===== src/rtl/user2bft_packetizer.sv =====
// user2bft_packetizer: wraps user ap_vld/ap_ack payloads into BFT
// packets, metered by credits for the receiver's input buffer.
module user2bft_packetizer #(
  parameter int PACKET_BITS           = 49,
  parameter int PAYLOAD_BITS          = 32,
  parameter int NUM_LEAF_BITS         = 5,
  parameter int NUM_PORT_BITS         = 4,
  parameter int NUM_ADDR_BITS         = 7,
  parameter int FREESPACE_UPDATE_SIZE = 64,
  parameter int IN_FIFO_DEPTH         = 2
) (
  input  logic                     ap_clk,
  input  logic                     ap_rst_n,
  input  logic                     cfg_wr,
  input  logic [NUM_LEAF_BITS-1:0] cfg_dest_leaf,
  input  logic [NUM_PORT_BITS-1:0] cfg_dest_port,
  input  logic [PAYLOAD_BITS-1:0]  din,
  input  logic                     din_ap_vld,
  output logic                     din_ap_ack,
  output logic [PACKET_BITS-1:0]   pkt_out,
  output logic                     pkt_vld,
  input  logic                     pkt_rdy,
  input  logic                     credit_return,
  output logic                     configured,
  output logic [NUM_ADDR_BITS:0]   credits,
  output logic                     err_credit_ovf
);

  localparam int CRED_BITS = NUM_ADDR_BITS + 1;
  localparam int PTR_BITS  = $clog2(IN_FIFO_DEPTH);
  localparam int CNT_BITS  = PTR_BITS + 1;

  localparam logic [CRED_BITS:0] CRED_MAX =
    (CRED_BITS+1)'(1) << NUM_ADDR_BITS;
  localparam logic [CRED_BITS:0] CRED_RET =
    (CRED_BITS+1)'(FREESPACE_UPDATE_SIZE);
  localparam logic [CNT_BITS-1:0] FULL =
    CNT_BITS'(IN_FIFO_DEPTH);

  typedef enum logic {
    UNCFG,
    RUN
  } state_t;

  state_t state;

  logic [NUM_LEAF_BITS-1:0] dest_leaf;
  logic [NUM_PORT_BITS-1:0] dest_port;

  logic [PAYLOAD_BITS-1:0] mem [IN_FIFO_DEPTH];
  logic [PTR_BITS-1:0]     wr_ptr;
  logic [PTR_BITS-1:0]     rd_ptr;
  logic [CNT_BITS-1:0]     count;
  logic [CNT_BITS-1:0]     count_nxt;

  logic [NUM_ADDR_BITS-1:0] addr;
  logic [CRED_BITS:0]       cred_sum;

  logic push;
  logic load;

  // Handshake qualifiers, next FIFO occupancy and unsaturated credits
  always_comb begin
    push = din_ap_vld && din_ap_ack;
    load = (count != '0) && (credits != '0) &&
           (!pkt_vld || pkt_rdy);
    count_nxt = count + CNT_BITS'(push) - CNT_BITS'(load);
    cred_sum = {1'b0, credits} - (CRED_BITS+1)'(load);
    if (credit_return)
      cred_sum = cred_sum + CRED_RET;
  end

  // Control FSM: configuration latch and registered input ack
  always_ff @(posedge ap_clk or negedge ap_rst_n) begin
    if (!ap_rst_n) begin
      state      <= UNCFG;
      configured <= 1'b0;
      din_ap_ack <= 1'b0;
      dest_leaf  <= '0;
      dest_port  <= '0;
    end else begin
      if (cfg_wr) begin
        dest_leaf <= cfg_dest_leaf;
        dest_port <= cfg_dest_port;
      end
      unique case (state)
        UNCFG: begin
          if (cfg_wr) begin
            state      <= RUN;
            configured <= 1'b1;
            din_ap_ack <= (count_nxt != FULL);
          end else begin
            din_ap_ack <= 1'b0;
          end
        end
        RUN: begin
          din_ap_ack <= (count_nxt != FULL);
        end
      endcase
    end
  end

  // FIFO storage; contents are don't-care until written
  always_ff @(posedge ap_clk) begin
    if (push)
      mem[wr_ptr] <= din;
  end

  // FIFO pointers and occupancy
  always_ff @(posedge ap_clk or negedge ap_rst_n) begin
    if (!ap_rst_n) begin
      wr_ptr <= '0;
      rd_ptr <= '0;
      count  <= '0;
    end else begin
      if (push)
        wr_ptr <= wr_ptr + PTR_BITS'(1);
      if (load)
        rd_ptr <= rd_ptr + PTR_BITS'(1);
      count <= count_nxt;
    end
  end

  // Output register: load a new packet or clear after handoff
  always_ff @(posedge ap_clk or negedge ap_rst_n) begin
    if (!ap_rst_n) begin
      pkt_out <= '0;
      pkt_vld <= 1'b0;
    end else if (load) begin
      pkt_out <= {1'b1, dest_leaf, dest_port, addr,
                  mem[rd_ptr]};
      pkt_vld <= 1'b1;
    end else if (pkt_vld && pkt_rdy) begin
      pkt_out <= '0;
      pkt_vld <= 1'b0;
    end
  end

  // Receiver address and saturating credit counter
  always_ff @(posedge ap_clk or negedge ap_rst_n) begin
    if (!ap_rst_n) begin
      addr           <= '0;
      credits        <= CRED_MAX[CRED_BITS-1:0];
      err_credit_ovf <= 1'b0;
    end else begin
      if (load)
        addr <= addr + NUM_ADDR_BITS'(1);
      if (cred_sum > CRED_MAX) begin
        credits        <= CRED_MAX[CRED_BITS-1:0];
        err_credit_ovf <= 1'b1;
      end else begin
        credits <= cred_sum[CRED_BITS-1:0];
      end
    end
  end

endmodule


===== config.mk =====
export PLATFORM = sky130hd
export DESIGN_NAME = user2bft_packetizer
export DESIGN_NICKNAME = d
export VERILOG_FILES = /design/src/rtl/user2bft_packetizer.sv
export SDC_FILE = /design/constraint.sdc
export NUM_CORES = 1
export LEC_CHECK = 0
export ABC_CLOCK_PERIOD_IN_PS = 5800
export CAP_MARGIN = 20
export CORE_UTILIZATION = 40
export DETAILED_ROUTE_END_ITERATION = 8
export GPL_ROUTABILITY_DRIVEN = 0
export PLACE_DENSITY = 0.65
export SYNTH_ARGS = -nofsm -noshare
export SYNTH_HDL_FRONTEND = slang
export SYNTH_SLANG_ARGS = --single-unit

===== constraint.sdc =====
create_clock -name ap_clk -period 5.8 [get_ports ap_clk]
set_clock_uncertainty 0.2 [all_clocks]
set_input_delay 0.87 -clock ap_clk [delete_from_list [all_inputs] [get_ports ap_clk]]
set_output_delay 0.87 -clock ap_clk [all_outputs]
set_load 0.1 [all_outputs]

==> impl_metrics.py, run 1 <==
metrics = {
    "worst_setup_path": {
        "crit_end": "err_credit_ovf",
        "end_kind": "flop",
        "r2r_start": "credits[7]",
        "cp.arrival_ps": 4570,
        "cp-start-kind": "input port",
        "cp.depth": 15,
        "cp_slowest_cell": "or3b_2",
        "crit_top_cell": "ha_1",
        "crit_chain": "clkdlybuf4s50_1 > nand2b_1 > nand2b_2 > inv_2 > ha_1 > ha_1 > or3b_2 > nor3_2 > xor2_1 > ha_1 > nand2_1 > or3_1 > a211oi_1 > a221oi_2 > or2_1",
        "cp.required_ps": 5900,
        "crit_fanout": 24,
        "reg2reg_depth": 15,
        "r2r_slack_ps": 1500,
        "worstReg2RegEnd": "err_credit_ovf",
        "crit_buf_inv": 2,
        "max_stage_delay_ps": 530,
        "path_class": "input port to flop",
        "critPathLaunch": "pkt_rdy",
        "crit_family": "simple AND/OR/NAND/NOR gates",
    },
    "logic_synthesis": {
        "ys_ff_latch": 145,
        "synth_area_mm2": 0.00547,
        "ys_types": 40,
        "syn_inst": 332,
        "synth_edf_count": 64,
        "async_flop_share": 0.559,
        "avgSynthCellArea_um2": 16.5,
        "ys_dominant_reg_cell": "dfrtp_1",
        "ys_seq_area_frac": 0.722,
        "syn_nets": 385,
        "ys_warn_count": 0,
    },
    "job": {
        "maxCapViolCount": 0,
    },
    "sta": {
        "finalMaxSlewViolations": 0,
        "rsz0062_at_grt": "false",
        "tightest_slew_ps": 1070,
        "setup_viol": 0,
        "finalSetupTns_ps": 0,
        "period_needed_ps": 4470,
        "fin_crit_sh": 0.770,
        "relSlewSlack": 0.284,
        "max_freq_mhz": 224,
        "final-hold-violation-count": 0,
    },
    "detailed_routing": {
        "antenna_left": 0,
        "viasPerCell": 4.97,
        "first_pass_iters": 6,
        "drt-initial-drc-count": 116,
        "wl_mm": 10.9,
        "wire_per_inst_um": 17.2,
        "drc_errors": 0,
        "vias": 3144,
    },
    "grt": {
        "grt_overflow": 0,
        "grt_pass1_vias": 3422,
        "grt_max_degree": 60,
        "antenna_found_initial": 0,
        "grt_first_pass_wirelength_mm": 17.6,
        "track_usage": 0.168,
    },
    "final_layout": {
        "fill_cells": 1069,
        "fin_nets": 496,
        "drive_above_1_share": 0.127,
        "area_delta_synth_final_pct": 33.8,
        "antenna_cells": 0,
    },
    "floorplanning": {
        "initial_core_util": 0.411,
        "fp-row-count": 42,
        "io_pins": 108,
        "coreArea_mm2": 0.0133,
        "die_x_um": 119,
        "dieArea_mm2": 0.0141,
        "die_h_um": 119,
    },
    "cts": {
        "numCtsBuffers": 17,
        "path_clk_slew_ps": 60,
        "cts.path.max_buffers": 2,
        "cts_hold_buffers": 0,
        "clk_latency_ps": 420,
        "numClockSinks": 145,
        "cts_resized": 0,
        "root_buffer": "clkbuf_16",
        "h-tree-depth": 4,
        "cts_tree": "done",
        "cts_setup_buffers": 0,
    },
    "placement": {
        "io_buffers": 107,
        "dpl.hpwl_mm": 6.61,
    },
    "min_path": {
        "hold_class": "input port to async pin",
    },
    "outcome": {
        "outcome": "completed",
    },
}
## per-layer routing
metal / GRT usage / part of all wire / vias up / routed length [um]
met5: 0 / 0 / - / 0
met4: 0.0736 / 0.019 / 0 / 203
met3: 0.0680 / 0.072 / 19 / 787
met2: 0.264 / 0.47 / 83 / 5130
met1: 0.202 / 0.44 / 1574 / 4760
li1: - / - / 1468 / -
## cells by family after synthesis
kind of cell | count (synthesis) | share of synthesized area
compound gates | 58 | 0.0929
xor+xnor | 18 | 0.0313
fa+ha+maj | 6 | 0.0137
buf+inv | 24 | 0.0213
flops | 145 | 0.722
mux | 41 | 0.0771
simple gates | 40 | 0.0414
## worst min path at each step
| stage | startpoint | endpoint | cells after the start |
|---|---|---|---|
| 2_1_floorplan | addr[6] | addr[6] | 1 |
| 5_1_grt | ap_rst_n | pkt_out[27] | 1 |
| 4_1_cts | ap_rst_n | pkt_out[27] | 1 |
| 6_report | ap_rst_n | pkt_out[27] | 1 |
| 3_3_place_gp | configured | configured | 1 |
| 3_5_place_dp | configured | configured | 1 |
## cell usage in the layout, fill, tap and decap left out, drive strengths merged, types with 4 or more instances in the layout
| cell | instances |
|---|---|
| mux2i | 32 |
| xnor2 | 14 |
| a22o | 16 |
| buf | 4 |
| nor2 | 11 |
| mux2 | 9 |
| clkinv | 5 |
| o2bb2ai | 32 |
| clkbuf | 22 |
| nand2 | 9 |
| ha | 6 |
| dfrtp | 80 |
| inv | 6 |
| clkdlybuf4s50 | 106 |
| edfxtp | 64 |
## cell usage after synthesis, drive strengths merged (2+ instances only)
| library cell | instances | area (um2) |
|---|---|---|
| dfrtp | 80 | 2000 |
| edfxtp | 64 | 1920 |
| mux2i | 32 | 320 |
| o2bb2ai | 32 | 280 |
| a22o | 16 | 140 |
| xnor2 | 14 | 123 |
| buf | 13 | 75.1 |
| nor2 | 11 | 41.3 |
| mux2 | 9 | 101 |
| nand2 | 9 | 33.8 |
| ha | 6 | 75.1 |
| inv | 6 | 22.5 |
| clkbuf | 5 | 18.8 |
| a21oi | 3 | 18.8 |
| and3 | 3 | 18.8 |
| nand4 | 3 | 18.8 |
| or4 | 3 | 30.0 |
| xor2 | 3 | 26.3 |
| a211oi | 2 | 27.5 |
| nand2b | 2 | 12.5 |
| nor2b | 2 | 12.5 |
| or2 | 2 | 12.5 |
## per-stage QoR
stage | instance area (um2) | util | std cells | hold slack, ps | setup WS (ps)
finish | 7320 | 0.550 | 632 | 149 | 1330
global route | 7320 | 0.550 | 632 | 162 | 1040
CTS | 7320 | 0.550 | 632 | 155 | 1360
detailed placement | 6710 | 0.505 | 600 | 250 | 929
global placement | 6710 | 0.505 | 600 | 243 | 1010
floorplan | 5470 | - | 332 | 246 | 1170
## state kept, by name (all words and copies together) (netlist names)
name and count:
addr 7, configured 1, count 2, credits 8
dest_leaf 5, dest_port 4, din_ap_ack 1, err_credit_ovf 1
mem 64, pkt_out 49, rd_ptr 1, state 1
wr_ptr 1
## worst register-to-register path, cell delays in order (launching register included)
cell and delay, ps:
dfstp_2 580, or4_4 160, o22ai_1 110, nand2b_2 200
inv_2 330, ha_1 280, ha_1 180, or3b_2 530
nor3_2 220, xor2_1 190, ha_1 210, nand2_1 80
or3_1 310, a211oi_1 250, a221oi_2 130, or2_1 220
## area by class of cell
type / instances / area, um2 / area share
clock buffer: 22 / 474 / 0.0648
timing repair buffer: 110 / 1090 / 0.149
multi-input combinational: 163 / 1430 / 0.195
sequential: 145 / 3950 / 0.540
inverter: 6 / 22.5 / 0.00308
tap: 176 / 220 / 0.0301
clock inverter: 10 / 133 / 0.0181
Power of run 1 is left out: the tool's default activity adds up to more than one toggle a clock period on the data nets, which glitch-free logic cannot reach.
==> run 2: changes to the inputs <==
ABC_CLOCK_PERIOD_IN_PS = 4360   (was 5800)
clock period = 4.36 ns   (was 5.8 ns; I/O delays follow)
==> run 2 against run 1 <==
Effect of this change:
- first-iteration DRC count is 19% higher
- clock-buffer cell count decreased by 1
- final cell count increased by 0.16%
==> impl_metrics.py, run 2 (synthesis gave the netlist of run 1 again) <==
metrics = {
    "worst_setup_path": {
        "reg2reg_depth": 14,
        "cp.arrival_ps": 4150,
        "end_kind": "flop",
        "worstReg2RegEnd": "err_credit_ovf",
        "crit_end": "err_credit_ovf",
        "crit_fanout": 5,
        "path_class": "flop to flop",
        "r2r_slack_ps": 310,
        "r2r_start": "credits[7]",
        "critPathLaunch": "credits[7]",
        "cp-start-kind": "flop",
        "cp.required_ps": 4460,
    },
    "cts": {
        "path_clk_slew_ps": 60,
        "clk_latency_ps": 420,
        "root_buffer": "clkbuf_16",
        "h-tree-depth": 4,
        "numCtsBuffers": 17,
        "cts.path.max_buffers": 2,
        "cts_setup_buffers": 0,
        "numClockSinks": 145,
        "cts_resized": 0,
        "cts_hold_buffers": 0,
        "cts_tree": "done",
    },
    "sta": {
        "max_freq_mhz": 247,
        "finalMaxSlewViolations": 0,
        "relSlewSlack": 0.295,
        "worst_slack_ps": 307,
        "period_needed_ps": 4050,
        "tightest_slew_ps": 1060,
        "fin_crit_sh": 0.929,
        "rsz0062_at_grt": "false",
        "finalSetupTns_ps": 0,
        "setup_viol": 0,
        "final-hold-violation-count": 0,
    },
    "floorplanning": {
        "io_pins": 108,
        "die_x_um": 119,
        "fp-row-count": 42,
        "coreArea_mm2": 0.0133,
        "initial_core_util": 0.411,
        "dieArea_mm2": 0.0141,
        "die_h_um": 119,
    },
    "final_layout": {
        "antenna_cells": 0,
        "drive_above_1_share": 0.144,
        "area_delta_synth_final_pct": 34.8,
        "reg_top3": "mem x64, pkt_out x49, credits x8",
        "final_cell_mix": "clkdlybuf4s50_1, dfrtp_1, edfxtp_1, mux2i_1, o2bb2ai_1",
        "fill_cells": 1082,
        "multiInputGateArea_mm2": 0.00143,
        "instances_no_fill": 633,
        "top_register": "mem",
        "fin_nets": 497,
        "largest_register_ffs": 64,
        "final_common_cell": "clkdlybuf4s50_1",
        "register_area_mm2": 0.00396,
    },
    "detailed_routing": {
        "antenna_left": 0,
        "drt-initial-drc-count": 138,
        "wl_mm": 11.0,
        "wire_per_inst_um": 17.4,
        "first_pass_iters": 4,
        "vias": 3188,
        "drc_errors": 0,
        "viasPerCell": 5.04,
    },
    "placement": {
        "dp_slack_ps": -22.8,
        "dp.cells": 601,
        "io_buffers": 107,
        "dpl.hpwl_mm": 6.76,
    },
    "grt": {
        "grt_pass1_vias": 3426,
        "antenna_found_initial": 0,
        "grt_overflow": 0,
        "grt_max_degree": 62,
        "track_usage": 0.172,
        "grt_first_pass_wirelength_mm": 18.3,
    },
    "min_path": {
        "hold_class": "input port to async pin",
    },
    "outcome": {
        "outcome": "completed",
    },
    "job": {
        "maxCapViolCount": 0,
    },
}
[run 2: area by class of cell]
| cell class | instances | area share |
|---|---|---|
| Clock inverter | 11 | 0.0249 |
| Inverter | 6 | 0.00305 |
| Timing Repair Buffer | 111 | 0.149 |
| Multi-Input combinational cell | 163 | 0.193 |
| Clock buffer | 21 | 0.0624 |
| Sequential cell | 145 | 0.537 |
| Tap cell | 176 | 0.0299 |
[run 2: worst min path at each step]
stage | from | to | slack, ps
final | ap_rst_n | pkt_out[28] | 110
after global routing | ap_rst_n | pkt_out[28] | 160
after CTS | ap_rst_n | pkt_out[28] | 140
after detailed placement | configured | configured | 250
after global placement | configured | configured | 240
after floorplan | ap_rst_n | addr[0] | 160
[run 2: metal layers]
metal  track usage  wire, um  part of all wire  up-vias
li1              -         -                 -     1476
met1         0.219      5010              0.45     1615
met2         0.262      5140              0.47       81
met3        0.0642       697             0.063       16
met4        0.0736       175             0.016        0
met5             0         0                 0        -
[run 2: worst max-delay path, stage by stage, from the launching register on]
cell and delay [ps]:
dfstp_4 650, or4_4 150, o22ai_1 100, nand2b_2 210, inv_2 60, ha_1 180, or4b_4 500, or4_4 470
xnor2_1 170, ha_1 210, nand2_1 80, or3_1 310, a211oi_1 290, a221oi_2 130, or2_1 230
[run 2: stage by stage]
stage               hold WS (ps)  instance area [um2]  utilization
floorplan                    158                 5480            -
global placement             239                 6730        0.506
detailed placement           248                 6730        0.506
CTS                          138                 7370        0.555
global route                 161                 7370        0.555
finish                       110                 7370        0.555
Power of run 2 is left out for the same reason.
==> run 3: changes to the inputs <==
ABC_AREA = 1   (was default)
==> run 3 against run 2 <==
Effect of this change:
- the flow now finishes with violations (hold timing)
- critical path depth grew 2
- core utilization shrank 0.82 points
- cell area grew 4.1%
- die area grew 6.5%
- global-route usage grew 0.73 points
- largest cell class unchanged
- hold slack lost 130 ps
==> impl_metrics.py, run 3 <==
metrics = {
    "logic_synthesis": {
        "async_flop_share": 0.559,
        "synth_top_area_frac": 0.343,
        "syn_inst": 559,
        "synth_area_mm2": 0.00583,
        "syn_nets": 612,
        "synth_area_leaders": "dfrtp_1, edfxtp_1, nand2_1",
        "avgSynthCellArea_um2": 10.4,
        "synth_edf_count": 64,
        "ys_dominant_reg_cell": "dfrtp_1",
        "synth_top_cell_by_area": "dfrtp_1",
        "ys_warn_count": 0,
        "ys_seq_area_frac": 0.678,
        "ys_types": 27,
        "netlist_top_cells_count": "nand2_1, dfrtp_1, edfxtp_1",
        "ys_ff_latch": 145,
        "yosysMostFrequentCell": "nand2_1",
    },
    "worst_setup_path": {
        "crit_family": "adder cells",
        "cp-start-kind": "input port",
        "cp.depth": 16,
        "cp.required_ps": 4490,
        "cp.arrival_ps": 3130,
        "crit_end": "credits[5]",
        "r2r_slack_ps": 1480,
        "crit_buf_inv": 3,
        "cp_slowest_cell": "clkdlybuf4s50_1",
        "critPathLaunch": "pkt_rdy",
        "path_class": "input port to flop",
        "reg2reg_depth": 16,
        "worstReg2RegEnd": "credits[5]",
        "crit_chain": "clkdlybuf4s50_1 > nor2_1 > inv_1 > nand3_2 > inv_2 > ha_1 > ha_1 > nand3_1 > nand2_1 > nand2_1 > ha_1 > nand2_1 > o21ai_1 > a21oi_2 > nand3_2 > a21oi_1",
        "crit_fanout": 7,
        "r2r_start": "credits[2]",
        "max_stage_delay_ps": 490,
        "end_kind": "flop",
    },
    "cts": {
        "h-tree-depth": 4,
        "clk_latency_ps": 410,
        "cts.path.max_buffers": 2,
        "path_clk_slew_ps": 60,
        "cts_tree": "done",
        "numCtsBuffers": 17,
        "numClockSinks": 145,
        "root_buffer": "clkbuf_16",
        "cts_setup_buffers": 0,
        "cts_resized": 0,
        "cts_hold_buffers": 0,
    },
    "sta": {
        "finalMaxSlewViolations": 0,
        "final-hold-violation-count": 20,
        "max_freq_mhz": 334,
        "rsz0062_at_grt": "false",
        "setup_viol": 0,
        "relSlewSlack": 0.298,
        "fin_crit_sh": 0.688,
        "hold-worst-slack_ps": -19.5,
        "period_needed_ps": 3000,
        "tightest_slew_ps": 1050,
        "finalSetupTns_ps": 0,
        "worst_slack_ps": 1360,
    },
    "grt": {
        "grt_pass1_vias": 4153,
        "grt_first_pass_wirelength_mm": 20.3,
        "antenna_found_initial": 0,
        "track_usage": 0.179,
        "grt_max_degree": 82,
        "grt_overflow": 0,
    },
    "detailed_routing": {
        "first_pass_iters": 4,
        "antenna_left": 0,
        "wire_per_inst_um": 14.4,
        "drc_errors": 0,
        "vias": 4163,
        "wl_mm": 12.3,
        "drt-initial-drc-count": 256,
        "viasPerCell": 4.86,
    },
    "floorplanning": {
        "io_pins": 108,
        "coreArea_mm2": 0.0140,
        "dieArea_mm2": 0.0151,
        "fp-row-count": 43,
        "die_h_um": 123,
        "die_x_um": 123,
        "initial_core_util": 0.415,
    },
    "placement": {
        "dp.cells": 824,
        "io_buffers": 107,
        "dp_slack_ps": 959,
        "dpl.hpwl_mm": 7.46,
    },
    "final_layout": {
        "final_cell_mix": "nand2_1, clkdlybuf4s50_1, dfrtp_1, edfxtp_1, nand3_1",
        "top_register": "mem",
        "final_common_cell": "nand2_1",
        "drive_above_1_share": 0.0724,
        "area_delta_synth_final_pct": 31.6,
        "antenna_cells": 0,
        "instances_no_fill": 857,
        "largest_register_ffs": 64,
        "reg_top3": "mem x64, pkt_out x49, credits x8",
        "fin_nets": 717,
    },
    "job": {
        "maxCapViolCount": 0,
    },
    "outcome": {
        "violations": "hold timing",
        "outcome": "complete, but fails checks",
    },
    "min_path": {
        "hold_class": "input port to async pin",
    },
}
run 3: changes by cell type after synthesis, moves of 16 or more:
cell,previous run,this run
nand2_1,9,211
o2bb2ai_1,32,0
nand3_1,0,54
o21ai_0,1,23
inv_1,5,35
a22o_1,16,0
mux2i_1,32,0
run 3: cells by family after synthesis:
| group | count (synthesis) | share of synthesized area |
|---|---|---|
| xor+xnor | 11 | 0.0165 |
| fa+ha+maj | 6 | 0.0129 |
| buf+inv | 63 | 0.0481 |
| simple gates | 297 | 0.212 |
| flops | 145 | 0.678 |
| compound gates | 37 | 0.0333 |
run 3: stage by stage:
stage | utilization | instance area, um2 | hold slack (ps)
after floorplan | - | 5830 | 158
after detailed placement | 0.502 | 7050 | 238
after CTS | 0.545 | 7650 | 252
after global placement | 0.500 | 7020 | 231
after global routing | 0.546 | 7670 | 0.488
final | 0.546 | 7670 | -19.5
run 3: how the worst min path moves through the flow:
stage | cells past startpoint | endpoint
CTS | 1 | configured
floorplan | 0 | addr[0]
global placement | 1 | configured
detailed placement | 1 | configured
global route | 1 | credits[4]
finish | 1 | credits[4]
run 3: final cells by class:
class                           count  area [um2]
Tap cell                          180         225
Timing Repair Buffer              112        1150
Inverter                           37         139
Fill cell                        1182        6370
Multi-Input combinational cell    351        1620
Clock inverter                     10         133
Clock buffer                       22         464
Sequential cell                   145        3950
run 3: per-layer routing:
layer,wire [um],GRT usage,share of wire,vias up
met4,136,0.0686,0.011,0
li1,-,-,-,2032
met1,5680,0.227,0.46,1988
met2,5740,0.282,0.47,129
met3,772,0.0623,0.063,14
met5,0,0,0,-
Power of run 3 is left out for the same reason.
